$ cat config.mk
export PLATFORM = sky130hd
export DESIGN_NAME = fetch_stage
export DESIGN_NICKNAME = d
export VERILOG_FILES = /design/src/rtl/riscv_pkg.sv /design/src/rtl/if_id_reg.sv /design/src/rtl/fetch_stage.sv
export SDC_FILE = /design/constraint.sdc
export NUM_CORES = 1
export LEC_CHECK = 0
export BUFFER_PORTS_ARGS = -buffer_cell sky130_fd_sc_hd__buf_2
export CELL_PAD_IN_SITES_DETAIL_PLACEMENT = 0
export CELL_PAD_IN_SITES_GLOBAL_PLACEMENT = 1
export CORE_MARGIN = 2
export CORE_UTILIZATION = 35
export CTS_CLUSTER_SIZE = 20
export DETAILED_ROUTE_END_ITERATION = 16
export HOLD_SLACK_MARGIN = 0.03
export PLACE_DENSITY_LB_ADDON = 0.1
export SLEW_MARGIN = 20
export SYNTH_ARGS = -nofsm -noshare
export SYNTH_HDL_FRONTEND = slang
export SYNTH_SLANG_ARGS = --single-unit
export TNS_END_PERCENT = 100
$ cat constraint.sdc
create_clock -name clk -period 2.4 [get_ports clk]
set_input_delay 0.48 -clock clk [delete_from_list [all_inputs] [get_ports clk]]
set_output_delay 0.48 -clock clk [all_outputs]
set_load 0.005 [all_outputs]
$ cat src/rtl/riscv_pkg.sv
// Shared RV32I pipeline types and constants.
// Imported by every pipeline stage.
package riscv_pkg;

  localparam int XLEN = 32;

  localparam logic [XLEN-1:0] NOP_INS  = 32'h0000_0013;
  localparam logic [XLEN-1:0] RESET_PC = 32'h0000_0000;

  typedef enum logic [1:0] {
    IDLE,
    WAIT,
    HOLD
  } fetch_state_t;

  typedef struct packed {
    logic [XLEN-1:0] ins;
    logic [XLEN-1:0] pc;
    logic [XLEN-1:0] pc_plus_4;
    logic            valid;
  } if_id_t;

endpackage

$ cat src/rtl/if_id_reg.sv
// IF/ID pipeline register: flush > stall > load > bubble.
// Same shape is reused for the ID/EX register.
module if_id_reg
  import riscv_pkg::*;
#(
  parameter logic [XLEN-1:0] NOP = NOP_INS
) (
  input  logic   clk,
  input  logic   rst,
  input  logic   flush_i,
  input  logic   stall_i,
  input  logic   load_i,
  input  if_id_t d_i,
  output if_id_t q_o
);

  localparam if_id_t BUBBLE = '{
    ins:       NOP,
    pc:        '0,
    pc_plus_4: '0,
    valid:     1'b0
  };

  if_id_t q_q;

  always_ff @(posedge clk) begin
    if (rst) begin
      q_q <= BUBBLE;
    end else if (flush_i) begin
      q_q <= BUBBLE;
    end else if (stall_i) begin
      q_q <= q_q;
    end else if (load_i) begin
      q_q <= d_i;
    end else begin
      q_q <= BUBBLE;
    end
  end

  assign q_o = q_q;

endmodule

$ cat src/rtl/fetch_stage.sv
// RV32I instruction fetch: PC, single-outstanding imem
// handshake, response buffer and IF/ID register.
module fetch_stage
  import riscv_pkg::*;
#(
  parameter int                     DATA_WIDTH = 32,
  parameter logic [DATA_WIDTH-1:0]  RESET_PC   = riscv_pkg::RESET_PC,
  parameter logic [DATA_WIDTH-1:0]  NOP_INS    = riscv_pkg::NOP_INS
) (
  input  logic                  clk,
  input  logic                  rst,
  input  logic                  pc_src_e,
  input  logic [DATA_WIDTH-1:0] pc_target_e,
  input  logic                  stall_d,
  input  logic                  flush_d,
  output logic                  imem_req,
  output logic [DATA_WIDTH-1:0] imem_addr,
  input  logic                  imem_rvalid,
  input  logic [DATA_WIDTH-1:0] imem_rdata,
  output logic [DATA_WIDTH-1:0] ins_d,
  output logic [DATA_WIDTH-1:0] pc_d,
  output logic [DATA_WIDTH-1:0] pc_plus_4d,
  output logic                  valid_d,
  output logic                  busy_f
);

  localparam logic [DATA_WIDTH-1:0] FOUR = 4;
  localparam logic [DATA_WIDTH-1:0] LOW2 = 3;

  fetch_state_t          state_q, state_d;
  logic [DATA_WIDTH-1:0] pc_f_q, pc_f_d;
  logic [DATA_WIDTH-1:0] buf_q, buf_d;
  logic                  kill_q, kill_d;

  logic                  deliver;
  logic [DATA_WIDTH-1:0] fetch_ins;
  logic [DATA_WIDTH-1:0] pc_plus_4_f;
  logic [DATA_WIDTH-1:0] target;
  if_id_t                ifid_in;
  if_id_t                ifid_q;

  assign pc_plus_4_f = pc_f_q + FOUR;
  assign target      = pc_target_e & ~LOW2;

  always_ff @(posedge clk) begin
    if (rst) begin
      state_q <= IDLE;
      pc_f_q  <= RESET_PC;
      buf_q   <= '0;
      kill_q  <= 1'b0;
    end else begin
      state_q <= state_d;
      pc_f_q  <= pc_f_d;
      buf_q   <= buf_d;
      kill_q  <= kill_d;
    end
  end

  // Redirect overrides every fetch-side transition.
  always_comb begin
    state_d = state_q;
    pc_f_d  = pc_f_q;
    buf_d   = buf_q;
    kill_d  = kill_q;
    if (deliver) pc_f_d = pc_plus_4_f;
    unique case (state_q)
      IDLE: begin
        state_d = WAIT;
        kill_d  = pc_src_e;
      end
      WAIT: begin
        if (imem_rvalid) begin
          kill_d = 1'b0;
          if (pc_src_e || kill_q || !stall_d) begin
            state_d = IDLE;
          end else begin
            state_d = HOLD;
            buf_d   = imem_rdata;
          end
        end else if (pc_src_e) begin
          kill_d = 1'b1;
        end
      end
      HOLD: begin
        if (pc_src_e || !stall_d) state_d = IDLE;
      end
      default: state_d = IDLE;
    endcase
    if (pc_src_e) pc_f_d = target;
  end

  always_comb begin
    imem_req  = 1'b0;
    busy_f    = 1'b0;
    deliver   = 1'b0;
    fetch_ins = imem_rdata;
    unique case (state_q)
      IDLE: imem_req = !rst;
      WAIT: begin
        busy_f  = 1'b1;
        deliver = imem_rvalid && !kill_q
                  && !stall_d && !pc_src_e;
      end
      HOLD: begin
        deliver   = !stall_d && !pc_src_e;
        fetch_ins = buf_q;
      end
      default: ;
    endcase
  end

  assign imem_addr = pc_f_q;

  assign ifid_in = '{
    ins:       fetch_ins,
    pc:        pc_f_q,
    pc_plus_4: pc_plus_4_f,
    valid:     1'b1
  };

  if_id_reg #(
    .NOP (NOP_INS)
  ) u_if_id (
    .clk     (clk),
    .rst     (rst),
    .flush_i (flush_d),
    .stall_i (stall_d),
    .load_i  (deliver),
    .d_i     (ifid_in),
    .q_o     (ifid_q)
  );

  assign ins_d      = ifid_q.ins;
  assign pc_d       = ifid_q.pc;
  assign pc_plus_4d = ifid_q.pc_plus_4;
  assign valid_d    = ifid_q.valid;

endmodule
Yosys cells after proc, flatten, opt, wreduce, memory -nomap -nowiden. Cells that the tools add are included.

Flip-flop bits (word level): 164. Bits of input ports: 70. Output and inout bits: 131. Word-level logic and storage cells: 49.

Add/sub/neg operators: 1. Eq/ne operators: 5. Muxes and demuxes: 14. Bitwise gates (word level): 1. Reduce and logical (&&, ||, !) cells: 19.

Operator list (number): two-way mux 97 bit (1); two-way mux 32 bit (3); adder 32 x 3 -> 32 bit (second input constant) (1); two-way mux 2 bit (3); one-hot mux 2 bit (3 select lines) (1); logical AND 1 bit (4); logical NOT 1 bit (4); two-way mux 1 bit (4); != test 2 bit (second input constant) (2); one-hot mux 1 bit (2 select lines) (2); AND reduction 2 bit (2); nonzero test 2 bit (2); OR reduction 2 bit (2); logical OR 1 bit (3); != test 3 bit (second input constant) (1); AND reduction 3 bit (1); == test 2 x 1 -> 1 bit (second input constant) (1); == test 2 bit (second input constant) (1); logical NOT 2 bit (1); NOT 1 bit (1).

Logic depth before layout (Yosys ltp).
Depth after elaboration: 7. Depth in mapped cells: 9. Gate-level depth less buffers: 7.

Cells and area by module. Synthesis repeated with hierarchy kept, for this count alone.

Cells, all modules: 930. Area, all modules: 8022.7 µm².

By module, submodules not included: if_id_reg (times used 1, cells each 433, area an instance 4070.2 µm²); fetch_stage (times used 1, cells each 497, area an instance 3952.5 µm²).

Least setup slack after synthesis. Ideal clock, no wire load.

Path type: reg2reg. From: register pc_f_q[2] (netlist: imem_addr[2]). To: register pc_f_q[30] (netlist: imem_addr[30]). Library setup time: 0.121 ns. Arrival time: 1.975 ns. Path slack: 0.304 ns. Stages on the path, launching flop included: 7. Buffers on the path: 0. Clock period less this slack: 2.096 ns. Cell sequence: dfxtp_1 -> ha_1 -> nand3_4 -> nor4_2 -> nand2_1 -> or4b_1 -> nor3b_1.

Cells in the longest elaborated chain, start to end: 3.

RTL lines: start: declaration (RTL line fetch_stage.sv:31) `logic [DATA_WIDTH-1:0] pc_f_q, pc_f_d;`; start signal: assignment (RTL line fetch_stage.sv:53) `pc_f_q <= pc_f_d;`; adder 32 x 3 -> 32 bit (RTL line fetch_stage.sv:42) `assign pc_plus_4_f = pc_f_q + FOUR;`; two-way mux 32 bit (RTL line fetch_stage.sv:65) `if (deliver) pc_f_d = pc_plus_4_f;`; two-way mux 32 bit (RTL line fetch_stage.sv:89) `if (pc_src_e) pc_f_d = target;`.

No other way between the ends. The select of a mux whose other input is x is not followed. A chain may end at the register's enable or synchronous reset.

Final worst setup path.
From: register state_q[1]. To: register pc_f_q[30] (netlist: imem_addr[30]).

Cells in the longest elaborated chain, start to end: 3.

RTL lines: start: declaration (RTL line fetch_stage.sv:30) `fetch_state_t state_q, state_d;`; start signal: assignment (RTL line fetch_stage.sv:52) `state_q <= state_d;`; == test 2 bit / == test 2 x 1 -> 1 bit (equally long branches) (RTL line fetch_stage.sv:97) `unique case (state_q)`; one-hot mux 1 bit (2 select lines) * (RTL line fetch_stage.sv:97); nonzero test 2 bit (no line) *.

Every way passes the cells marked *; elsewhere a longest branch is shown, timed or not.

==> results by stage <==
Setup path:
- The worst setup path is launched from a register.
- STA puts the critical path data required time at around 2700 ps.
- Among all stages on the critical path, the largest delay is contributed by or4b_1.
- The critical path is of the reg -> reg type.
- The data arrival at the endpoint of the critical path is roughly 2400 ps.
- The worst setup path is captured at a register.
- The top fanout value on the critical path is 6.
- The largest single stage delay on the critical path is around 460 ps.
- The signal on the critical path passes through inv_1 -> ha_1 -> nor2b_2 -> o21a_1 -> buf_4 -> nand2_1 -> or4b_1 -> nor3b_1.

Power and ir drop:
- The post-layout total power is 6170 µW.
- The power per standard cell area is about 690 mW/mm².
- The worst-case IR drop observed on VDD is 0.505 mV.
- Summed over all cells, the static leakage comes to 0.00356 µW.

Timing:
- The ratio of final minimum period to clock period is 86.7%.
- Setup repair after global routing left no endpoint under its margin.
- On the final layout, the worst clock skew is 10.1 ps.
- At the pin with the least slew margin, the transition time is between 600 and 700 ps.
- The number of failing setup endpoints in the final timing report is 0.
- The number of endpoints with negative hold slack in the final report is 0.
- Headroom to the max-slew limit came out at a little under three fifths.
- The final-layout worst hold slack is 301 ps.
- The clock period could shrink to between 2000 and 2500 ps.
- The final-layout setup total negative slack is 0 ps.
- The setup slack of the critical path after layout is 320 ps.
- For this run, the top clock speed supported by timing is between 0.4 and 0.5 GHz.
- The total count of max-transition violations in the final report is 0.

Clock network:
- The clock transition at the registers of the reported paths is 60 ps.
- The buffer depth of the longest clock path is 2.
- The root buffer cell chosen for the clock tree is clkbuf_16.
- The tree built by TritonCTS fans out to 158 sinks.
- The clock tree from TritonCTS is built.
- The clock latency of the later-clocked register in the worst-skew pair is roughly 420 ps.
- The hold buffer count at CTS is 0.
- The number of H-tree levels is 4.
- In this run, post-CTS repair resized a total of 0 instances.
- Buffers inserted during clock tree synthesis total 17.
- The number of setup buffers added after CTS is 0.

Synthesis:
- The fraction of registers with async set/reset is 0%.
- The commonest cells after synthesis are dfxtp_1 (158), nand2_1 (116), nor2_1 (106).
- After synthesis, the cell types taking the most area are dfxtp_1 (45%), a22oi_1 (7.0%), nand2_1 (6.2%).
- The count of flip-flops with a built-in enable after synthesis is 0.
- The dominant register cell in the synthesized netlist is dfxtp_1.
- The gate count of the mapped netlist is 814.
- Each instance of the synthesized netlist takes up on average between 8 and 9 µm².
- The number of synthesized register bits is 158.
- Of the post-synthesis cell area, the dominant cell type holds around 45%.
- The number of distinct library cell variants in the gate-level netlist after synthesis is 59.
- The total number of yosys warnings is 0.
- The synthesized cell area is 0.00706 mm².
- The share of synthesized area occupied by flip-flops and latches is roughly 45%.
- The synthesized design spends more area on one cell type than any other, namely dfxtp_1.
- Yosys instantiated no cell more often than dfxtp_1.

Global route:
- Global routing used 20.1% of the available tracks across all layers.
- The total global routing overflow is 0.
- Entering global routing, the biggest net connects 50 pins.
- The number of antenna violations at the first check in global routing is 3.
- The first global-routing pass estimated between 30 and 40 mm of wire.
- The number of global-route vias before repair is ~6000.

Die:
- In this run the horizontal extent of the chip is approximately 150 µm.
- The die outline area is ~0.021 mm².
- The height of the die is ~150 µm.
- 201 I/O pins were placed.
- The site row count is 51.
- The core outline area is roughly 0.02 mm².
- For this configuration, the core starts out at a cell density of approximately 36%.

Placed design:
- Detailed placement finished with a half-perimeter wire length of 15.3 mm.
- The placed instances occupy a cell area of 0.00838 mm².
- Port buffering added 192 buffers.
- The setup slack after placement is between 200 and 300 ps.
- At the end of routability-driven placement, the weighted congestion stood at between 0.7 and 0.8.

Finish:
- The finished cells cover 0.00900 mm².
- The proportion of layout cells with a drive suffix above 1 is 32.4%.
- The area growth from synthesis to layout is 27.5%.
- For this run, the post-layout net count is between 1000 and 1500.

Route:
- The iteration count of the initial detailed-routing pass is 5.
- After detailed routing, the number of remaining DRC violations is 0.
- The final layout contains routed wiring with a total length of between 20 and 25 mm.
- In this run the remaining antenna-violating nets after routing total 0.
- The post-detailed-route via-to-cell ratio is 4.93.
- The total vias in the final route is roughly 6300.
- The average detailed-routed wire length per instance is between 15 and 20 µm.
- In this run, the number of DRC markers left after iteration 0 of detailed routing was around 320.

Worst hold path:
- The class of the most critical hold timing path is in -> reg.

Job:
- Across the run, the number of max-cap violations was 0.

Run status:
- The flow ran to the end, and the final reports show no timing, DRC or antenna violations.
routing by layer:
| metal | vias to the layer above | routed length, µm | global-route usage (%) |
|---|---|---|---|
| li1 | 3181 | - | - |
| met1 | 2912 | 9680 | 26.3 |
| met2 | 177 | 10100 | 32.3 |
| met3 | 21 | 1510 | 5.66 |
| met4 | 0 | 252 | 5.92 |
| met5 | - | 0 | 0 |
state kept, by name, summed over array words and instances, names as in the netlist:
name / cells
buf_q: 32
imem_addr: 30
kill_q: 1
state_q: 2
u_if_id.q_o: 93
cell families after synthesis:
group	share of synthesized area, %
flops	44.8
simple gates	20.7
compound gates	15.9
xor+xnor	6.20
mux	5.39
fa+ha+maj	0.709
other cells	0.0531
buf+inv	6.20
layout by cell type, fill, tap and decap left out, drive strengths merged, types with 2 or more instances in the layout:
cell and count:
nand4 18, and4 4, a211oi 17, or3 5
clkinv 8, or4 3, a311oi 4, nor4 10
o211ai 3, and2 2, diode 3, mux2i 2
nand3 15, nor2b 3, clkbuf 18, xor2 17
bufinv 4, inv 11, nor3 11, dfxtp 158
ha 4, or4b 2, xnor2 33, mux2 32
buf 239, and3 3, o21ai 29, nand2 116
conb 6, or2 2, nor2 106, a21oi 40
o22ai 4, a22oi 66
worst max-delay path: cells and delay by family (launching register included):
kind                     cells  cell delay [ps]
buffers and inverters        2              240
flip-flops                   1              360
adder cells (fa/ha/maj)      1              270
AND/OR/NAND/NOR              4              900
AO/OA/AOI/OAI                1              200
final timing paths:
check | start | to | slack (ps) | depth (start not counted)
worst max-delay path | state_q[1] | imem_addr[30] | 320 | 8
worst min register to register | u_if_id.q_o[12] | u_if_id.q_o[12] | 450 | 2
worst max register to register | state_q[1] | imem_addr[30] | 320 | 8
worst min-delay path | imem_rdata[10] | buf_q[10] | 300 | 3
metrics by stage:
stage	std cells	utilization [%]
after floorplan	819	-
after CTS	1273	45.8
final	1276	45.8
after global routing	1274	45.8
after detailed placement	1241	42.6
after global placement	1241	42.6
where the power goes:
part	internal (µW)	leakage, µW	total, µW	switching (µW)
logic	242	0.00198	563	321
clock network	1740	0.000304	2870	1130
registers	2680	0.00128	2740	62.8
total	4660	0.00356	6170	1510
cell type report:
| type | instances | area (µm²) |
|---|---|---|
| clock inverters | 14 | 191 |
| diodes | 3 | 7.51 |
| repair buffers | 239 | 1350 |
| flip-flops and latches | 158 | 3160 |
| fillers | 2052 | 10700 |
| well taps | 265 | 332 |
| clock buffers | 18 | 429 |
| multi-input cells | 569 | 3490 |
| inverters | 10 | 37.5 |
Note: power is estimated with default switching activity, not from simulation.
